==> config.mk <==
export PLATFORM = sky130hd
export DESIGN_NAME = xtimer_slave
export DESIGN_NICKNAME = d
export VERILOG_FILES = /design/src/rtl/xtimer_slave.sv
export SDC_FILE = /design/constraint.sdc
export NUM_CORES = 1
export LEC_CHECK = 0
export ABC_AREA = 1
export ABC_CLOCK_PERIOD_IN_PS = 2100
export BUFFER_PORTS_ARGS = -buffer_cell sky130_fd_sc_hd__buf_4
export CAP_MARGIN = 20
export CORE_AREA = 3 3 132 134
export DETAILED_ROUTE_END_ITERATION = 12
export DIE_AREA = 0 0 135 137
export GPL_TIMING_DRIVEN = 0
export RECOVER_POWER = 50
export SLEW_MARGIN = 10
export SYNTH_ARGS = -nofsm -noshare
export SYNTH_HDL_FRONTEND = slang
export SYNTH_SLANG_ARGS = --single-unit
==> constraint.sdc <==
create_clock -name clk -period 2.1 [get_ports clk]
set_clock_uncertainty 0.15 [all_clocks]
set_input_delay 0 -clock clk [delete_from_list [all_inputs] [get_ports clk]]
set_output_delay 0 -clock clk [all_outputs]
set_load 0.05 [all_outputs]
==> src/rtl/xtimer_slave.sv <==
// xtimer_slave: memory-mapped down-counting timer on the picoVersat data bus.
// Prescaled countdown from LOAD to 0, one-shot or auto-reload, with a
// write-1-to-clear expiry flag and a level interrupt gated by IE.
module xtimer_slave #(
  parameter int DATA_W  = 32,
  parameter int PRESC_W = 16
) (
  input  logic              clk,
  input  logic              rst_n,
  input  logic              sel,
  input  logic              we,
  input  logic [1:0]        addr,
  input  logic [DATA_W-1:0] data_in,
  output logic [DATA_W-1:0] data_out,
  output logic              irq
);

  typedef enum logic {
    ST_IDLE = 1'b0,
    ST_RUN  = 1'b1
  } state_e;

  localparam logic [1:0] A_CTRL   = 2'd0;
  localparam logic [1:0] A_LOAD   = 2'd1;
  localparam logic [1:0] A_COUNT  = 2'd2;
  localparam logic [1:0] A_STATUS = 2'd3;

  state_e               state_r, state_s;
  logic                 auto_r, auto_s;
  logic                 ie_r, ie_s;
  logic [PRESC_W-1:0]   presc_r, presc_s;
  logic [PRESC_W-1:0]   pcnt_r, pcnt_s;
  logic [DATA_W-1:0]    load_r, load_s;
  logic [DATA_W-1:0]    count_r, count_s;
  logic                 exp_r, exp_s;

  logic                 wr_s;
  logic                 tick_s;
  logic                 expire_s;
  logic [DATA_W-1:0]    ctrl_rd_s;
  logic [DATA_W-1:0]    status_rd_s;

  // State register and all programmable/counting state
  always_ff @(posedge clk or negedge rst_n) begin
    if (!rst_n) begin
      state_r <= ST_IDLE;
      auto_r  <= 1'b0;
      ie_r    <= 1'b0;
      presc_r <= '0;
      pcnt_r  <= '0;
      load_r  <= '0;
      count_r <= '0;
      exp_r   <= 1'b0;
    end else begin
      state_r <= state_s;
      auto_r  <= auto_s;
      ie_r    <= ie_s;
      presc_r <= presc_s;
      pcnt_r  <= pcnt_s;
      load_r  <= load_s;
      count_r <= count_s;
      exp_r   <= exp_s;
    end
  end

  // Next-state logic: countdown first, then software writes override it
  always_comb begin
    state_s = state_r;
    auto_s  = auto_r;
    ie_s    = ie_r;
    presc_s = presc_r;
    pcnt_s  = pcnt_r;
    load_s  = load_r;
    count_s = count_r;
    exp_s   = exp_r;

    wr_s     = sel & we;
    // >= rather than == so a PRESC lowered below pcnt still ticks at once
    tick_s   = (state_r == ST_RUN) && (pcnt_r >= presc_r);
    expire_s = tick_s && (count_r == '0);

    case (state_r)
      ST_RUN: begin
        if (tick_s) begin
          pcnt_s = '0;
          if (count_r != '0) begin
            count_s = count_r - {{(DATA_W-1){1'b0}}, 1'b1};
          end else if (auto_r) begin
            count_s = load_r;
          end else begin
            // one-shot: stop with COUNT parked at 0
            state_s = ST_IDLE;
          end
        end else begin
          pcnt_s = pcnt_r + {{(PRESC_W-1){1'b0}}, 1'b1};
        end
      end
      default: begin
        pcnt_s  = pcnt_r;
        count_s = count_r;
      end
    endcase

    if (wr_s) begin
      case (addr)
        A_CTRL: begin
          auto_s  = data_in[1];
          ie_s    = data_in[2];
          presc_s = data_in[16 +: PRESC_W];
          if (data_in[0]) begin
            // only an EN 0->1 edge restarts; a rewrite in RUN keeps counting
            // and also overrides a coincident one-shot stop
            if (state_r == ST_IDLE) begin
              count_s = load_r;
              pcnt_s  = '0;
            end else begin
              count_s = count_s;
            end
            state_s = ST_RUN;
          end else begin
            state_s = ST_IDLE;
          end
        end
        A_LOAD: begin
          load_s = data_in;
        end
        A_STATUS: begin
          if (data_in[0]) begin
            exp_s = 1'b0;
          end else begin
            exp_s = exp_r;
          end
        end
        default: begin
          // COUNT is read-only
          count_s = count_s;
        end
      endcase
    end else begin
      load_s = load_r;
    end

    // hardware set beats a same-cycle software clear
    if (expire_s) begin
      exp_s = 1'b1;
    end else begin
      exp_s = exp_s;
    end
  end

  // Read mux: combinational, zero when not selected so it can be OR-muxed
  always_comb begin
    ctrl_rd_s               = '0;
    ctrl_rd_s[0]            = (state_r == ST_RUN);
    ctrl_rd_s[1]            = auto_r;
    ctrl_rd_s[2]            = ie_r;
    ctrl_rd_s[16 +: PRESC_W] = presc_r;
    status_rd_s             = '0;
    status_rd_s[0]          = exp_r;
    data_out                = '0;
    if (sel) begin
      case (addr)
        A_CTRL:   data_out = ctrl_rd_s;
        A_LOAD:   data_out = load_r;
        A_COUNT:  data_out = count_r;
        A_STATUS: data_out = status_rd_s;
        default:  data_out = '0;
      endcase
    end else begin
      data_out = '0;
    end
  end

  assign irq = exp_r & ie_r;

endmodule

==> impl_metrics.yaml <==
global_routing:
  grtUsageTotal: 0.2887
  grt_max_degree: 101
  grt_first_pass_wirelength_um: 40700
  antenna_found_initial: 0
  grt_pass1_vias: 7239
  overflow: 0
power_and_ir_drop:
  p_leak_nw: 4.701
  vdd_ir_drop_max_uv: 574.1
  p_per_area_nw_per_um2: 832.6
floorplan:
  rows: 47
  die_h_um: 137
  dieArea_um2: 18500
  ioPinCount: 71
  initial_core_util: 0.4457
  die-width_um: 135
  core_um2: 16410
status:
  status: "finished with violations"
  violations: "hold timing, setup timing"
yosys:
  syn_inst: 1091
  yosysSeqAreaShare: 0.3422
  synth.area.top_cells: "dfrtp_1 (34%), nand2_1 (15%), nor2_1 (8.1%)"
  synth_top_area_cell: "dfrtp_1"
  avgSynthCellArea_um2: 6.703
  synth_top_cell_area_share: 0.3422
  synthesis.area_um2: 7313
  ys_ff_latch: 100
  synth.net_count: 1148
  yosysUniqueCellTypes: 37
  synth_warnings: 0
critical_path:
  slowest_stage: "dfrtp_1"
  rr_endpoint: "count_r[15]$_DFF_PN0_"
  criticalPathCategory: "reg -> reg"
  r2r-start: "presc_r[13]$_DFFE_PN0P_"
  setup.worst_path.start: "presc_r[13]$_DFFE_PN0P_"
  cp-end-kind: "flip-flop"
  cpPeakStageDelay_ns: 0.34
  worstPathArrival_ns: 2.28
  crit_required_ns: 2.24
  timing.critical_path.buf_inv: 4
  crit_path_max_fanout: 6
  startpoint_type: "flip-flop"
  cp_cell_sequence: "inv_2 > ha_1 > a21oi_1 > o21ai_1 > a21oi_2 > buf_4 > nand2_8 > nand2_8 > buf_12 > clkbuf_16 > nand2_1 > a21oi_1"
  r2r_cells: 12
  path_depth: 12
  r2r_slack_ns: -0.04
  cp_top_family: "buffers and inverters"
  endpoint: "count_r[15]$_DFF_PN0_"
finish:
  seqCellArea_um2: 2515
  antenna_cells: 0
  drive_above_1_share: 0.2347
  n_fill_cell: 1569
  nets: 1309
  layout-area-overhead-vs-synth_pct: 31.21
  multiInputGateArea_um2: 4395
cts:
  cts.clk_slew.worst_paths_ns: 0.08
  tritoncts: "yes"
  cts_buffers: 9
  clockRootBuffer: "clkbuf_16"
  cts.path.max_buffers: 2
  htreeDepth: 3
  clkSinkCount: 100
  insertion_delay_ns: 0.36
detailed_routing:
  ant_nets: 0
  first_pass_iters: 6
  viasPerCell: 5.320
  drt_iter0_markers: 749
  wirelength_um: 27220
  vias: 7857
  post-route-drc-count: 0
  wl_per_cell_um: 18.43
worst_hold_path:
  hold_start: "we"
  hp-class: "in -> reg"
placement:
  dpl.hpwl_um: 19170
  portBuffers: 69
  pre_cts_ws_ns: -0.3927
  routabilityCongestion: 0.9469
sta:
  slew_headroom: 0.009572
  fmax_mhz: 468.3
  setup_slack_ns: -0.03538
  slew_violations: 0
  setup_violations: 5
  finalCritPeriodShare: 1.017
  rsz0062_at_grt: "yes"
  worst_pin_slew_ns: 1.486
  worst_hold_slack_ns: -0.03058
  hold_violations: 1
  setup_tns_ns: -0.07281
  min_period_ns: 2.135
flow_run:
  max_cap_viol_count: 0
## worst min-delay path, cell delays in order
cell	delay (ns)
buf_4	0.12
nand2_1	0.09
o21ai_0	0.15
o21ai_4	0.08
## through the flow
stage	utilization	power (mW)	instances	area [um2]
after floorplan	-	4.658	1091	7313
after global placement	0.4941	5.496	1380	8107
after detailed placement	0.4943	5.534	1380	8110
after CTS	0.5501	7.569	1444	9026
after global routing	0.5848	8.492	1477	9595
final	0.5848	7.989	1477	9595
## state kept, by name, summed over array words and instances, names as in the netlist
name	count
presc_r	16
exp_r	1
load_r	32
ie_r	1
state_r	1
pcnt_r	16
auto_r	1
count_r	32
## routing by layer
metal,track usage,wire length [um],vias up
li1,-,-,3821
met1,0.3982,11950,3681
met2,0.4591,12510,293
met3,0.03456,1769,62
met4,0.1254,990,0
met5,0,0,-
## synth_stat cells, drive strengths merged
master and instances:
ha 19, o211ai 1, buf 25, xor2 14, o221ai 5, nor2 179, nand4 16, nand3 81
nand3b 1, o21bai 2, nor3 12, o21ai 83, o22ai 12, xnor2 1, clkbuf 18, nand2 305
nor3b 1, or2 5, dfrtp 100, mux2 16, inv 132, a21oi 63
## cell usage in the layout, fill, tap and decap left out, types with 35 or more instances in the layout
master           n
o21ai_0         73
nand3_1         79
dlygate4sd3_1   35
inv_1          107
dfrtp_1         90
nor2_1         147
buf_4          111
nand2_1        279
a21oi_1         55
## worst min-delay path by stage
stage / endpoint / slack, ns / cells past startpoint
after global placement: presc_r[14]$_DFFE_PN0P_ / 0.07 / 3
after global routing: exp_r$_DFFE_PN0P_ / -0.006 / 4
final: exp_r$_DFFE_PN0P_ / -0.03 / 4
after CTS: presc_r[2]$_DFFE_PN0P_ / 0.01 / 6
after floorplan: auto_r$_DFFE_PN0P_ / -0.45 / 0
after detailed placement: load_r[12]$_DFFE_PN0P_ / 0.05 / 1
## final cells by class
cell class                      instances  share of cell area
Multi-Input combinational cell        816              0.4581
Clock buffer                           11             0.02530
Tap cell                              220             0.02869
Sequential cell                       100              0.2621
Buffer                                 43             0.03077
Clock inverter                          5            0.008736
Inverter                              132             0.05268
Timing Repair Buffer                  150              0.1337
## timing repair
action	4_1_cts	5_1_grt
pin swaps	5	29
resized for setup	40	82
hold buffers	35	0
buffers inserted	13	31
gates cloned	0	2
endpoints found under the setup margin	49	50
endpoints found under the hold margin	153	0
## report_power, final
group	switching (mW)	internal [mW]	total [mW]
Clock	0.821	1.08	1.91
Combinational	2.02	1.23	3.26
Sequential	0.494	2.33	2.83
## logic make-up (layout without fill, tap and decap cells)
| group | after synthesis | count (layout) | share of synthesized area |
|---|---|---|---|
| DFF | 100 | 100 | 0.3422 |
| adders and majority gates | 19 | 19 | 0.03251 |
| xor gates and xnor gates | 15 | 15 | 0.01796 |
| muxes | 16 | 16 | 0.02464 |
| buffers and inverters | 175 | 341 | 0.1016 |
| AOI/OAI and AO/OA | 166 | 166 | 0.1198 |
| and+or+nand+nor | 600 | 600 | 0.3613 |
Note: power is estimated with default switching activity, not from simulation.
